===== config.mk =====
export PLATFORM = sky130hd
export DESIGN_NAME = uart_console_writer
export DESIGN_NICKNAME = d
export VERILOG_FILES = /design/src/rtl/uart_console_writer.sv
export SDC_FILE = /design/constraint.sdc
export NUM_CORES = 1
export LEC_CHECK = 0
export BUFFER_PORTS_ARGS = -buffer_cell sky130_fd_sc_hd__buf_2
export CORE_AREA = 2 2 81 114
export CTS_BUF_LIST = sky130_fd_sc_hd__clkbuf_2 sky130_fd_sc_hd__clkbuf_4 sky130_fd_sc_hd__clkbuf_8
export DETAILED_ROUTE_END_ITERATION = 8
export DIE_AREA = 0 0 83 116
export PLACE_DENSITY_LB_ADDON = 0.08
export RECOVER_POWER = 100
export SYNTH_ARGS = -nofsm -noshare
export SYNTH_HDL_FRONTEND = slang
export SYNTH_SLANG_ARGS = --single-unit

===== constraint.sdc =====
create_clock -name clk -period 3.8 [get_ports clk]
set_input_delay 0.38 -clock clk [delete_from_list [all_inputs] [get_ports clk]]
set_output_delay 0.38 -clock clk [all_outputs]
set_load 0.03 [all_outputs]

===== src/rtl/uart_console_writer.sv =====
// Terminal-style writer: drains the UART RX FIFO into character RAM, tracking a cursor.
// Define CONSOLE_SCROLL_EN for ring-buffer scrolling via top_row; otherwise rows wrap in place.
module uart_console_writer #(
   parameter int COLS   = 80,
   parameter int ROWS   = 30,
   parameter int ADDR_W = 12
) (
   input  logic              clk,
   input  logic              rst_n,
   input  logic [7:0]        rx_data,
   input  logic              rx_present,
   output logic              rx_read,
   output logic              wr_en,
   output logic [ADDR_W-1:0] wr_addr,
   output logic [7:0]        wr_data,
   output logic [6:0]        cursor_col,
   output logic [4:0]        cursor_row,
   output logic [4:0]        top_row,
   output logic              busy
);

   typedef enum logic [1:0] {IDLE, EXEC, CLR_LINE, CLR_SCR} state_t;

   state_t            state, state_d;
   logic              run;
   logic [7:0]        ch, ch_d;
   logic              wr_en_d;
   logic [ADDR_W-1:0] wr_addr_d, cnt, cnt_d;
   logic [7:0]        wr_data_d;
   logic [6:0]        col_d;
   logic [4:0]        row_d, new_row;
   logic              newline;
`ifdef CONSOLE_SCROLL_EN
   logic [4:0]        top_q, top_d;
   logic              full, full_d;
`endif

   function automatic logic [ADDR_W-1:0] row_base(input logic [4:0] r);
      return ADDR_W'(r) * ADDR_W'(COLS);
   endfunction

   function automatic logic is_print(input logic [7:0] b);
      return (b >= 8'h20) && (b <= 8'h7E);
   endfunction

   // Write strobes are decided when the byte is popped so they appear during EXEC.
   always_comb begin
      state_d   = state;
      ch_d      = ch;
      wr_en_d   = 1'b0;
      wr_addr_d = wr_addr;
      wr_data_d = wr_data;
      cnt_d     = cnt;
      col_d     = cursor_col;
      row_d     = cursor_row;
      newline   = 1'b0;
`ifdef CONSOLE_SCROLL_EN
      top_d     = top_q;
      full_d    = full;
`endif
      new_row = (cursor_row == 5'(ROWS - 1)) ? 5'd0 : cursor_row + 5'd1;
      rx_read = run && (state == IDLE) && rx_present;

      case (state)
         IDLE: begin
            if (rx_read) begin
               ch_d    = rx_data;
               state_d = EXEC;
               if (is_print(rx_data)) begin
                  wr_en_d   = 1'b1;
                  wr_data_d = rx_data;
                  wr_addr_d = row_base(cursor_row) + ADDR_W'(cursor_col);
               end else if (rx_data == 8'h08 && cursor_col != 7'd0) begin
                  wr_en_d   = 1'b1;
                  wr_data_d = 8'h20;
                  wr_addr_d = row_base(cursor_row) + ADDR_W'(cursor_col - 7'd1);
               end
            end
         end
         EXEC: begin
            state_d = IDLE;
            if (is_print(ch)) begin
               if (cursor_col == 7'(COLS - 1)) begin
                  col_d   = 7'd0;
                  newline = 1'b1;
               end else begin
                  col_d = cursor_col + 7'd1;
               end
            end else begin
               case (ch)
                  8'h0D: col_d = 7'd0;
                  8'h0A: newline = 1'b1;
                  8'h08: if (cursor_col != 7'd0) col_d = cursor_col - 7'd1;
                  8'h0C: begin
                     state_d   = CLR_SCR;
                     wr_en_d   = 1'b1;
                     wr_data_d = 8'h20;
                     wr_addr_d = '0;
                     cnt_d     = '0;
                     col_d     = 7'd0;
                     row_d     = 5'd0;
`ifdef CONSOLE_SCROLL_EN
                     top_d     = 5'd0;
                     full_d    = 1'b0;
`endif
                  end
                  default: ;
               endcase
            end
            if (newline) begin
               row_d = new_row;
`ifdef CONSOLE_SCROLL_EN
               // Once the ring has filled, every new line becomes the bottom line and is blanked.
               if (full || cursor_row == 5'(ROWS - 1)) begin
                  full_d    = 1'b1;
                  top_d     = (new_row == 5'(ROWS - 1)) ? 5'd0 : new_row + 5'd1;
                  state_d   = CLR_LINE;
                  wr_en_d   = 1'b1;
                  wr_data_d = 8'h20;
                  wr_addr_d = row_base(new_row);
                  cnt_d     = '0;
               end
`endif
            end
         end
         CLR_LINE: begin
            if (cnt == ADDR_W'(COLS - 1)) begin
               state_d = IDLE;
            end else begin
               wr_en_d   = 1'b1;
               cnt_d     = cnt + 1'b1;
               wr_addr_d = wr_addr + 1'b1;
            end
         end
         CLR_SCR: begin
            if (cnt == ADDR_W'(COLS * ROWS - 1)) begin
               state_d = IDLE;
            end else begin
               wr_en_d   = 1'b1;
               cnt_d     = cnt + 1'b1;
               wr_addr_d = wr_addr + 1'b1;
            end
         end
         default: state_d = IDLE;
      endcase
   end

   always_ff @(posedge clk or negedge rst_n) begin
      if (!rst_n) begin
         state      <= IDLE;
         run        <= 1'b0;
         ch         <= 8'h00;
         wr_en      <= 1'b0;
         wr_addr    <= '0;
         wr_data    <= 8'h00;
         cnt        <= '0;
         cursor_col <= 7'd0;
         cursor_row <= 5'd0;
`ifdef CONSOLE_SCROLL_EN
         top_q      <= 5'd0;
         full       <= 1'b0;
`endif
      end else begin
         state      <= state_d;
         run        <= 1'b1;
         ch         <= ch_d;
         wr_en      <= wr_en_d;
         wr_addr    <= wr_addr_d;
         wr_data    <= wr_data_d;
         cnt        <= cnt_d;
         cursor_col <= col_d;
         cursor_row <= row_d;
`ifdef CONSOLE_SCROLL_EN
         top_q      <= top_d;
         full       <= full_d;
`endif
      end
   end

`ifdef CONSOLE_SCROLL_EN
   assign top_row = top_q;
`else
   assign top_row = 5'd0;
`endif
   assign busy = (state != IDLE);

endmodule


* Yosys cells after proc, flatten, opt, wreduce, memory -nomap -nowiden
Index checks and enable logic that the tools add are counted.
Operators by class: muxes and demuxes 43, $add $sub $neg 8, reductions and logical operators 20, $lt $le $gt $ge 4, equality and inequality tests 22, multipliers 1
Operators with widths (count):
- $mux 12 | 9
- $pmux 12 s4 | 1
- $eq 8x4->1 const B | 5
- $mux 8 | 5
- $pmux 12 s3 | 1
- $add 12x1->12 const B | 2
- $mux 7 | 3
- $mux 5 | 4
- $ge 8x6->1 const B | 2
- $le 8x7->1 const B | 2
- $pmux 8 s2 | 1
- $pmux 7 s2 | 1
- $add 12x12->12 | 1
- $add 12x7->12 | 1
- $eq 12x12->1 const B | 1
- $eq 12x7->1 const B | 1
- $ne 2x2->1 const B | 6
- $mux 1 | 11
- $mux 2 | 5
- $reduce_and 5->1 | 2
- $reduce_and 3->1 | 3
- $mul 5x3->8 const B | 1
- $pmux 2 s4 | 1
- $sub 7x1->8 const B | 1
- 19 further kinds | 28
Storage, ports and cells: register bits 56, word-level logic and storage cells 107, input bits 11

* Longest topological paths before layout
Gate-level depths: netlist (run 1).
depth after elaboration 6, mapped depth 12, mapped depth without buffers 12

* Worst setup path before layout (run 1)
OpenSTA, ideal clock, no wires.
kind flip-flop to flip-flop, from register cursor_col[2], to register wr_addr[11], arrival 2945 ps, path buffers 0, period minus slack after synthesis 3071 ps, slack 729 ps, setup time 126 ps, data required time 3674 ps, cell stages (with the launch flop) 11, path through dfrtp_1 -> nor2_2 -> nor4b_2 -> nor4b_2 -> ha_1 -> o21ai_0 -> nor2_1 -> or3_1 -> a31oi_1 -> xnor2_1 -> a221o_1
Between the ends: longest elaborated chain between the ends 6, elaborated cells on any way between the ends 11, those cells by class 3 x add/sub; 1 x eq/ne; 4 x mux; 3 x reduce/logical
Ends and longest elaborated chain:
- from (decl) | RTL line 16 | output logic [6:0] cursor_col,
- from (signal assigned) | RTL line 171 | cursor_col <= col_d;
- $sub 7x1->8 | RTL line 76 | wr_addr_d = row_base(cursor_row) + ADDR_W'(cursor_col - 7'd1);
- $add 12x12->12 | RTL line 76
- $mux 12 | RTL line 73 | end else if (rx_data == 8'h08 && cursor_col != 7'd0) begin
- $mux 12 | RTL line 69 | if (is_print(rx_data)) begin
- $mux 12 | RTL line 66 | if (rx_read) begin
- $pmux 12 s4 | RTL line 64 | case (state)
- to (signal assigned) | RTL line 168 | wr_addr <= wr_addr_d;
- to (decl) | RTL line 14 | output logic [ADDR_W-1:0] wr_addr,
Several ways; a longest one is shown, not always the timed one. The select of a mux whose other input is x is not followed. A chain may end at the register's enable or synchronous reset.

* Final worst setup path (run 1)
Same ends and word-level chain as after synthesis.

==> qor.json, run 1 <==
{
  "detailed_routing": {
    "num_vias": 3296,
    "drt_iter0_markers": 161,
    "antenna_violating_nets_post_route": 0,
    "drtPass1Iterations": 4,
    "detail_route.wl_per_cell_um": 16.6,
    "finalWirelength_um": 9600,
    "number_of_drc_violations_after_detailed_routing": 0,
    "post_drt_via_cell_ratio": 5.70
  },
  "cts": {
    "cts_root_buffer": "sky130_fd_sc_hd__clkbuf_8",
    "clk_latency_ps": 330,
    "cts.path.max_buffers": 2,
    "cts.hold.buffers_added": 0,
    "cts-buffers-inserted": 5,
    "cts_tree": "built",
    "tritoncts_num_sinks": 56,
    "cts.clk_slew.worst_paths_ps": 110,
    "cts_setup_buffers": 0,
    "cts-htree-levels": 2,
    "cts_resized": 0
  },
  "finish": {
    "final_cells": 578,
    "fin_nets": 505,
    "antenna_cells": 0,
    "share_of_post_route_cells_with_drive_strength_above_1_pct": 7.19,
    "synthesis_to_layout_area_growth_pct": 8.72,
    "postLayoutCoreUtil_pct": 48.3
  },
  "synthesis": {
    "netlist_top_cells_count": "sky130_fd_sc_hd__nand2_1, sky130_fd_sc_hd__dfrtp_1, sky130_fd_sc_hd__nor2_1, sky130_fd_sc_hd__nand3_1, sky130_fd_sc_hd__ha_1",
    "synth-xor-area-share_pct": 5.53,
    "ys_async_sr_fraction_pct": 100,
    "yosys_most_used_dff": "sky130_fd_sc_hd__dfrtp_1",
    "syn_inst": 427,
    "number_of_enable_flip_flop_cells_after_synthesis": 0,
    "mapped_area_sq_um": 3800,
    "synth_compound_area_share_pct": 17.7,
    "yosys.area_share.simple_pct": 27.2,
    "yosys-top-cells-area": "sky130_fd_sc_hd__dfrtp_1, sky130_fd_sc_hd__ha_1, sky130_fd_sc_hd__nand2_1, sky130_fd_sc_hd__nand3_1, sky130_fd_sc_hd__xnor2_1",
    "post-synth-top-area-fraction_pct": 36.9,
    "ys_seq_elements": 56,
    "synth.most_common_cell": "sky130_fd_sc_hd__nand2_1",
    "synth.yosys.seq_area_share_pct": 36.9,
    "synth.largest_area_cell": "sky130_fd_sc_hd__dfrtp_1",
    "yosysWarningCount": 0,
    "yosysUniqueCellTypes": 70,
    "synth.mux.area_fraction_pct": 1.15,
    "synth_top_family_by_area": "simple AND/OR/NAND/NOR gates",
    "synth-adder-area-share_pct": 7.64,
    "post_synth.cell_area_avg_sq_um": 8.90
  },
  "worst_setup_path": {
    "crit_required_ps": 4020,
    "worst_setup_path_start_kind": "flip-flop",
    "critPathMaxFanout": 8,
    "worst-endpoint-arrival_ps": 3650,
    "end_kind": "flip-flop",
    "criticalPathCategory": "reg -> reg"
  },
  "sta": {
    "finalWorstPathRequiredPeriod_ps": 3430,
    "final.setup.worst_slack_ps": 371,
    "finalClockSkew_ps": 7.50,
    "achievable-frequency_mhz": 292,
    "maxSlewViolCount": 34,
    "totalNegativeSetupSlack_ps": 0,
    "max_slew.worst_pin.slew_ps": 1860,
    "finalSetupViolations": 0,
    "final_min_period_over_clock_period_pct": 90.2,
    "timing.max_slew.rel_slack_pct": -23.7,
    "grt_setup_unrepaired": "false",
    "hold_viol": 0
  },
  "power_and_ir_drop": {
    "p_per_area_nw_per_um2": 669,
    "leakagePower_nw": 1.88,
    "fin_total_pwr_w": 0.00276,
    "max-vdd-ir-drop_mv": 0.385
  },
  "global_routing": {
    "grt_usage_pct": 20.4,
    "grt_pass1_wl_um": 16000,
    "grt_start_max_net_pins": 34,
    "antenna_found_initial": 0,
    "gr-total-overflow": 0,
    "grt_pass1_vias": 3184
  },
  "die": {
    "die_h_um": 116,
    "floorplan.die_area_sq_um": 9630,
    "initial_core_util_pct": 44.4,
    "io_pins": 51,
    "floorplan.rows": 40,
    "die_width_um": 83,
    "core_area_sq_um": 8560
  },
  "placed_design": {
    "port-buffer-count": 45,
    "dp.final_hpwl_um": 7170,
    "routabilityCongestion": 0.854,
    "post-place-cells": 570,
    "dp_slack_ps": 386
  },
  "run_status": {
    "violations": "max-capacitance violations, max-slew violations",
    "outcome": "complete, but fails checks"
  },
  "min_path": {
    "hold_crit_class": "in -> reg"
  },
  "job": {
    "cap_viol_max_count": 1
  }
}
## per-layer routing
layer  track usage (%)  wire, um
met1              25.2      4220
met2              35.5      4880
met3              3.28       308
met4              8.74       189
met5                 0         0
## sequential cells by signal, indices dropped and copies added, names as in the netlist
signal	flops
ch	8
cnt	12
cursor_col	7
cursor_row	5
run	1
state	2
wr_addr	12
wr_data	8
wr_en	1
## layout make-up
class	count	area (sq um)
Fill cell	875	4430
Multi-Input combinational cell	347	2230
Clock inverter	3	46.3
Sequential cell	56	1400
Timing Repair Buffer	52	214
Tap cell	105	131
Clock buffer	5	68.8
Inverter	10	37.5
## final timing paths
path	startpoint	to	slack, ps	cells past startpoint
max in group asynchronous	rst_n	cursor_col[3]	1270	2
setup / recovery	cursor_col[2]	wr_addr[11]	370	10
min in group asynchronous	rst_n	wr_en	540	1
hold / removal	rx_data[3]	ch[3]	300	3
hold reg to reg	wr_data[4]	wr_data[4]	480	2
setup reg to reg	cursor_col[2]	wr_addr[11]	370	10
## report_power, final
part | switching, W | internal (W) | leakage, nW | total, W
clock | 0.000227 | 0.000199 | 0.0548 | 0.000426
combinational | 0.000865 | 0.000445 | 1.10 | 0.00131
sequential | 0.000270 | 0.000759 | 0.727 | 0.00103
total | 0.00136 | 0.00140 | 1.88 | 0.00276
## logic make-up (layout without fill, tap and decap cells)
| group | after synthesis | count (layout) |
|---|---|---|
| flip-flops | 56 | 56 |
| AO/OA/AOI/OAI | 97 | 97 |
| multiplexers | 4 | 4 |
| other | 2 | 6 |
| buffers and inverters | 28 | 70 |
| adder cells (fa/ha/maj) | 22 | 22 |
| AND/OR/NAND/NOR | 194 | 194 |
| XOR/XNOR | 24 | 24 |
## critical path, cell delays in order (launching register included)
cell and delay (ps):
sky130_fd_sc_hd__dfrtp_1 470, sky130_fd_sc_hd__nor2_2 320, sky130_fd_sc_hd__nor4b_2 410, sky130_fd_sc_hd__nor4b_2 620
sky130_fd_sc_hd__ha_1 380, sky130_fd_sc_hd__o21ai_0 100, sky130_fd_sc_hd__nor2_1 90, sky130_fd_sc_hd__or3_1 350
sky130_fd_sc_hd__a31oi_1 200, sky130_fd_sc_hd__xnor2_1 80, sky130_fd_sc_hd__a221o_1 290
## cells in the final DEF, fill, tap and decap left out, types with 5 or more instances in the layout
master	synthesis	final
sky130_fd_sc_hd__clkbuf_8	0	5
sky130_fd_sc_hd__o31ai_1	5	5
sky130_fd_sc_hd__buf_2	4	9
sky130_fd_sc_hd__ha_1	20	20
sky130_fd_sc_hd__inv_1	8	9
sky130_fd_sc_hd__o21ai_1	10	6
sky130_fd_sc_hd__nand2_1	66	66
sky130_fd_sc_hd__xor2_1	8	8
sky130_fd_sc_hd__o22ai_1	6	6
sky130_fd_sc_hd__o21ai_0	15	20
sky130_fd_sc_hd__a21oi_1	15	18
sky130_fd_sc_hd__a21o_1	10	10
sky130_fd_sc_hd__conb_1	2	6
sky130_fd_sc_hd__nor3_1	13	13
sky130_fd_sc_hd__nand3_1	31	31
sky130_fd_sc_hd__dfrtp_1	56	56
sky130_fd_sc_hd__nor2_1	33	33
sky130_fd_sc_hd__and3_1	15	15
sky130_fd_sc_hd__clkbuf_1	6	41
sky130_fd_sc_hd__xnor2_1	16	16
## stage by stage
stage / hold slack (ps) / cell area (sq um)
floorplan: 84.4 / 3820
global placement: 449 / 4120
detailed placement: 460 / 4120
CTS: 144 / 4240
global route: 306 / 4130
finish: 302 / 4130
No activity file was read; power rests on OpenSTA's default activity.
==> run 2: changes to the inputs <==
Clock period 3.8 ns to 4.3 ns, I/O delays scaled along.
==> run 2 against run 1 <==
Against the previous run:
- the flow still finishes with violations (max-capacitance violations, max-slew violations)
- via count down 0.61%
- largest power group unchanged
- routed wire length down 0.81%
- total power down 14%
- register-to-register slack better by 390 ps
- critical path depth unchanged
- global-route usage down 0.17 points
- die area unchanged
- critical path type unchanged
- cell count down 0.35%
- setup slack better by 390 ps
- hold slack better by 38 ps
- clock power down 25%
==> qor.json, run 2 (synthesized netlist as in run 1, its figures left out) <==
{
  "worst_setup_path": {
    "reg2regPathDepth": 10,
    "worst_r2r_startpoint": "cursor_col[2]",
    "criticalPathCategory": "reg -> reg",
    "worst_setup_path_start_kind": "flip-flop",
    "end_kind": "flip-flop",
    "critPathMaxFanout": 8,
    "r2r_end": "wr_addr[11]",
    "worst-endpoint-arrival_ps": 3770,
    "timing.reg2reg.setup_slack_ps": 760,
    "crit_required_ps": 4530
  },
  "job": {
    "cap_viol_max_count": 1
  },
  "finish": {
    "nFillCells": 893,
    "fin_nets": 503,
    "synthesis_to_layout_area_growth_pct": 7.90,
    "antenna_cells": 0,
    "biggestRegsByFlops": "cnt (12), wr_addr (12)",
    "leading_cell_types_in_the_layout_fill_and_taps_excluded": "sky130_fd_sc_hd__nand2_1, sky130_fd_sc_hd__dfrtp_1, sky130_fd_sc_hd__clkbuf_1",
    "share_of_post_route_cells_with_drive_strength_above_1_pct": 7.22,
    "most_frequent_standard_cell_in_the_layout_excluding_fill_and_tap_cells": "sky130_fd_sc_hd__nand2_1"
  },
  "sta": {
    "grt_setup_unrepaired": "false",
    "maxSlewViolCount": 57,
    "totalNegativeSetupSlack_ps": 0,
    "worst_hold_slack_ps": 341,
    "finalWorstPathRequiredPeriod_ps": 3540,
    "hold_viol": 0,
    "max_slew.worst_pin.slew_ps": 3110,
    "finalClockSkew_ps": 11.3,
    "achievable-frequency_mhz": 282,
    "timing.max_slew.rel_slack_pct": -107,
    "finalSetupViolations": 0,
    "final_min_period_over_clock_period_pct": 82.3
  },
  "cts": {
    "cts_root_buffer": "sky130_fd_sc_hd__clkbuf_8",
    "cts.hold.buffers_added": 0,
    "cts.path.max_buffers": 2,
    "clk_latency_ps": 330,
    "cts-buffers-inserted": 5,
    "tritoncts_num_sinks": 56,
    "cts_tree": "built",
    "cts_resized": 0,
    "cts.clk_slew.worst_paths_ps": 110,
    "cts-htree-levels": 2,
    "cts_setup_buffers": 0
  },
  "detailed_routing": {
    "num_vias": 3276,
    "finalWirelength_um": 9520,
    "drtPass1Iterations": 4,
    "post_drt_via_cell_ratio": 5.69,
    "antenna_violating_nets_post_route": 0,
    "detail_route.wl_per_cell_um": 16.5,
    "number_of_drc_violations_after_detailed_routing": 0,
    "drt_iter0_markers": 208
  },
  "power_and_ir_drop": {
    "p_per_area_nw_per_um2": 579,
    "leakagePower_nw": 1.87,
    "max-vdd-ir-drop_mv": 0.318
  },
  "min_path": {
    "min_delay_path_depth": 3,
    "hold_crit_class": "in -> reg",
    "min_to": "ch[3]",
    "hold_wc_startpoint": "rx_data[3]"
  },
  "die": {
    "floorplan.rows": 40,
    "io_pins": 51,
    "initial_core_util_pct": 44.4,
    "die_width_um": 83,
    "core_area_sq_um": 8560,
    "floorplan.die_area_sq_um": 9630,
    "die_h_um": 116
  },
  "placed_design": {
    "dp.final_hpwl_um": 7050,
    "routabilityCongestion": 0.839,
    "port-buffer-count": 45
  },
  "global_routing": {
    "gr-total-overflow": 0,
    "grt_pass1_vias": 3082,
    "antenna_found_initial": 0,
    "grt_usage_pct": 20.2,
    "grt_pass1_wl_um": 15800,
    "grt_start_max_net_pins": 57
  },
  "run_status": {
    "violations": "max-capacitance violations, max-slew violations",
    "outcome": "complete, but fails checks"
  }
}
## run 2: final cells by class
| class | instances | area [sq um] | share of cell area, % |
|---|---|---|---|
| sequential | 56 | 1400 | 34.2 |
| multi-input combinational | 347 | 2230 | 54.3 |
| inverter | 10 | 37.5 | 0.915 |
| tap | 105 | 131 | 3.20 |
| clock inverter | 3 | 27.5 | 0.671 |
| clock buffer | 5 | 68.8 | 1.68 |
| timing repair buffer | 50 | 208 | 5.06 |
## run 2: routing by layer
metal  share of wire [%]  up-vias  track usage, %
met1                  42     1578            25.9
met4                 1.2        0            6.78
met3                 3.4        9            2.99
met5                   0        -               0
met2                  53       63            35.2
li1                    -     1626               -
## run 2: worst max-delay path by stage
stage / start / to / slack, ps
global route: cursor_col[2] / wr_addr[11] / 340
detailed placement: cursor_col[2] / wr_addr[11] / 940
finish: cursor_col[2] / wr_addr[11] / 760
floorplan: cursor_col[2] / wr_addr[11] / 1230
CTS: cursor_col[2] / wr_addr[11] / 900
global placement: cursor_col[2] / wr_addr[11] / 1060
## run 2: power breakdown
group | leakage, nW | total [W] | internal [W] | switching, W
logic | 1.10 | 0.00116 | 0.000388 | 0.000771
registers | 0.727 | 0.000897 | 0.000671 | 0.000226
clock network | 0.0463 | 0.000320 | 0.000120 | 0.000200
## run 2: critical path, cell delays in order (launching register included)
cell and delay, ps:
sky130_fd_sc_hd__dfrtp_1 490, sky130_fd_sc_hd__nor2_2 320, sky130_fd_sc_hd__nor4b_1 540, sky130_fd_sc_hd__nor4b_2 620
sky130_fd_sc_hd__ha_1 380, sky130_fd_sc_hd__o21ai_0 90, sky130_fd_sc_hd__nor2_1 90, sky130_fd_sc_hd__or3_1 350
sky130_fd_sc_hd__a31oi_1 200, sky130_fd_sc_hd__xnor2_1 80, sky130_fd_sc_hd__a221o_1 290
## run 2: metrics by stage
stage / cell area, sq um / utilization, % / power (W) / cells / setup WS [ps]
floorplan: 3820 / - / 0.00178 / 431 / 1230
global placement: 4110 / 48.0 / 0.00211 / 568 / 1060
detailed placement: 4110 / 48.0 / 0.00213 / 568 / 939
CTS: 4200 / 49.1 / 0.00246 / 576 / 900
global route: 4100 / 47.9 / 0.00256 / 576 / 342
finish: 4100 / 47.9 / 0.00238 / 576 / 759
==> run 3: changes to the inputs <==
Clock period 4.3 ns to 3.21 ns, I/O delays scaled along.
==> run 3 against run 2 <==
Against the previous run:
- the run still ends with max-capacitance violations, max-slew violations left
- critical path depth increased by 2
- hold slack worse by 100 ps
- largest cell class unchanged
- critical endpoint is now wr_addr[10]
- total power grew 41%
- via count is 1.3% higher
- die area did not move
- register-to-register slack got worse by 530 ps
- global-route usage increased by 0.18 points
- first-iteration DRC count is 15% lower
==> qor.json, run 3 (synthesized netlist as in run 1, its figures left out) <==
{
  "run_status": {
    "outcome": "complete, but fails checks",
    "violations": "max-capacitance violations, max-slew violations"
  },
  "die": {
    "core_area_sq_um": 8560,
    "floorplan.die_area_sq_um": 9630,
    "floorplan.rows": 40,
    "die_width_um": 83,
    "die_h_um": 116,
    "initial_core_util_pct": 44.4,
    "io_pins": 51
  },
  "global_routing": {
    "grt_start_max_net_pins": 38,
    "groute.layer.met3.usage_pct": 2.71,
    "grt_pass1_vias": 3218,
    "grt_usage_pct": 20.4,
    "grt_pass1_wl_um": 16100,
    "gr-total-overflow": 0,
    "antenna_found_initial": 0,
    "groute.layer.met1.usage_pct": 26.3,
    "grtUsageMet2_pct": 35.8,
    "global_route.peak_usage_layer": "met2"
  },
  "worst_setup_path": {
    "r2r_end": "wr_addr[10]",
    "critical-path-slowest-cell": "sky130_fd_sc_hd__dfrtp_2",
    "crit_required_ps": 3420,
    "crit_top_cell": "sky130_fd_sc_hd__xnor2_1",
    "critical_path.max_stage_delay_ps": 490,
    "worst-endpoint-arrival_ps": 3190,
    "worst_setup_path_start_kind": "flip-flop",
    "end_kind": "flip-flop",
    "list_of_cells_traversed_by_the_critical_path": "inv_1 -> ha_2 -> nand3_1 -> xnor2_1 -> ha_1 -> fa_1 -> a21o_1 -> a311o_1 -> a21oi_1 -> xnor2_1 -> a32oi_1 -> o211ai_1",
    "critPathMaxFanout": 8,
    "critical_path.endpoint": "wr_addr[10]",
    "criticalPathCategory": "reg -> reg",
    "reg2regPathDepth": 12,
    "worst_r2r_startpoint": "cursor_col[0]",
    "setup.worst_path.start": "cursor_col[0]",
    "timing.reg2reg.setup_slack_ps": 230
  },
  "finish": {
    "fin_nets": 513,
    "synthesis_to_layout_area_growth_pct": 10.9,
    "most_frequent_standard_cell_in_the_layout_excluding_fill_and_tap_cells": "sky130_fd_sc_hd__nand2_1",
    "share_of_post_route_cells_with_drive_strength_above_1_pct": 9.56,
    "leading_cell_types_in_the_layout_fill_and_taps_excluded": "sky130_fd_sc_hd__nand2_1, sky130_fd_sc_hd__dfrtp_1, sky130_fd_sc_hd__clkbuf_1",
    "biggestRegsByFlops": "cnt (12), wr_addr (12)",
    "antenna_cells": 0
  },
  "cts": {
    "tritoncts_num_sinks": 56,
    "cts-htree-levels": 2,
    "clk_latency_ps": 330,
    "cts-buffers-inserted": 5,
    "cts.clk_slew.worst_paths_ps": 120,
    "cts_root_buffer": "sky130_fd_sc_hd__clkbuf_8",
    "cts_tree": "built",
    "cts_setup_buffers": 0,
    "cts.path.max_buffers": 2
  },
  "detailed_routing": {
    "post_drt_via_cell_ratio": 5.66,
    "detail_route.wl_per_cell_um": 16.3,
    "drt_iter0_markers": 176,
    "finalWirelength_um": 9530,
    "drtPass1Iterations": 5,
    "num_vias": 3319,
    "number_of_drc_violations_after_detailed_routing": 0,
    "antenna_violating_nets_post_route": 0
  },
  "job": {
    "cap_viol_max_count": 1
  },
  "sta": {
    "maxSlewViolCount": 38,
    "final_min_period_over_clock_period_pct": 92.8,
    "finalWorstPathRequiredPeriod_ps": 2980,
    "final.setup.worst_slack_ps": 231,
    "timing.max_slew.rel_slack_pct": -39.3,
    "finalClockSkew_ps": 10.3,
    "achievable-frequency_mhz": 336,
    "totalNegativeSetupSlack_ps": 0,
    "max_slew.worst_pin.slew_ps": 2090,
    "hold_viol": 0,
    "grt_setup_unrepaired": "false",
    "finalSetupViolations": 0
  },
  "placed_design": {
    "dp.final_hpwl_um": 7190,
    "dp_slack_ps": 18.2,
    "port-buffer-count": 45,
    "routabilityCongestion": 0.821
  },
  "power_and_ir_drop": {
    "max-vdd-ir-drop_mv": 0.501,
    "p_per_area_nw_per_um2": 796,
    "leakagePower_nw": 1.93
  },
  "min_path": {
    "hold_crit_class": "in -> reg"
  }
}
-- run 3: changes by cell type in the layout (fill, tap and decap cells not counted), sizes merged --
| cell | before | now |
|---|---|---|
| buf | 12 | 22 |
| bufinv | 0 | 1 |
| clkinv | 2 | 1 |
-- run 3: worst min path at each step --
stage / start / to / slack (ps) / depth (start not counted)
after global placement: wr_data[3] / wr_data[3] / 450 / 2
after CTS: rst_n / wr_addr[7] / 140 / 1
final: rx_data[2] / ch[2] / 240 / 3
after detailed placement: wr_data[3] / wr_data[3] / 460 / 2
after global routing: rx_data[2] / ch[2] / 240 / 3
after floorplan: rst_n / ch[0] / 30 / 0
-- run 3: critical path: cells and delay by family, from the launching register on --
family,cells,cell delay [ps]
compound gates,5,980
xor+xnor,2,250
fa+ha+maj,3,890
buf+inv,1,140
flops,1,490
simple gates,1,110
-- run 3: power by group --
group          switching, W  internal (W)  total, W
clock network      0.000262      0.000236  0.000498
registers          0.000265      0.000901   0.00117
logic               0.00109      0.000595   0.00169
total               0.00162       0.00173   0.00335
-- run 3: stage by stage --
stage | instances | total power [W] | util (%) | cell area (sq um) | hold slack, ps
final | 586 | 0.00335 | 49.2 | 4210 | 239
after global routing | 586 | 0.00360 | 49.2 | 4210 | 238
after CTS | 586 | 0.00341 | 50.2 | 4300 | 139
after detailed placement | 578 | 0.00291 | 48.9 | 4180 | 459
after global placement | 578 | 0.00289 | 48.9 | 4180 | 448
after floorplan | 431 | 0.00239 | - | 3820 | 25.4
-- run 3: layout make-up --
cell class	count	area, sq um
Fill cell	869	4340
Multi-Input combinational cell	347	2240
Sequential cell	56	1400
Timing Repair Buffer	60	283
Tap cell	105	131
Clock buffer	5	68.8
Clock inverter	3	46.3
Inverter	10	37.5
-- run 3: repair_timing --
| item | CTS | global route |
|---|---|---|
| endpoints found under the setup margin | 0 | 2 |
| resized for setup | 0 | 4 |
| hold buffers | 0 | 0 |
-- run 3: layer usage --
metal / vias to the layer above / part of all wire (%)
li1: 1648 / -
met1: 1601 / 44
met4: 0 / 1.6
met3: 10 / 3.2
met2: 60 / 51
met5: - / 0
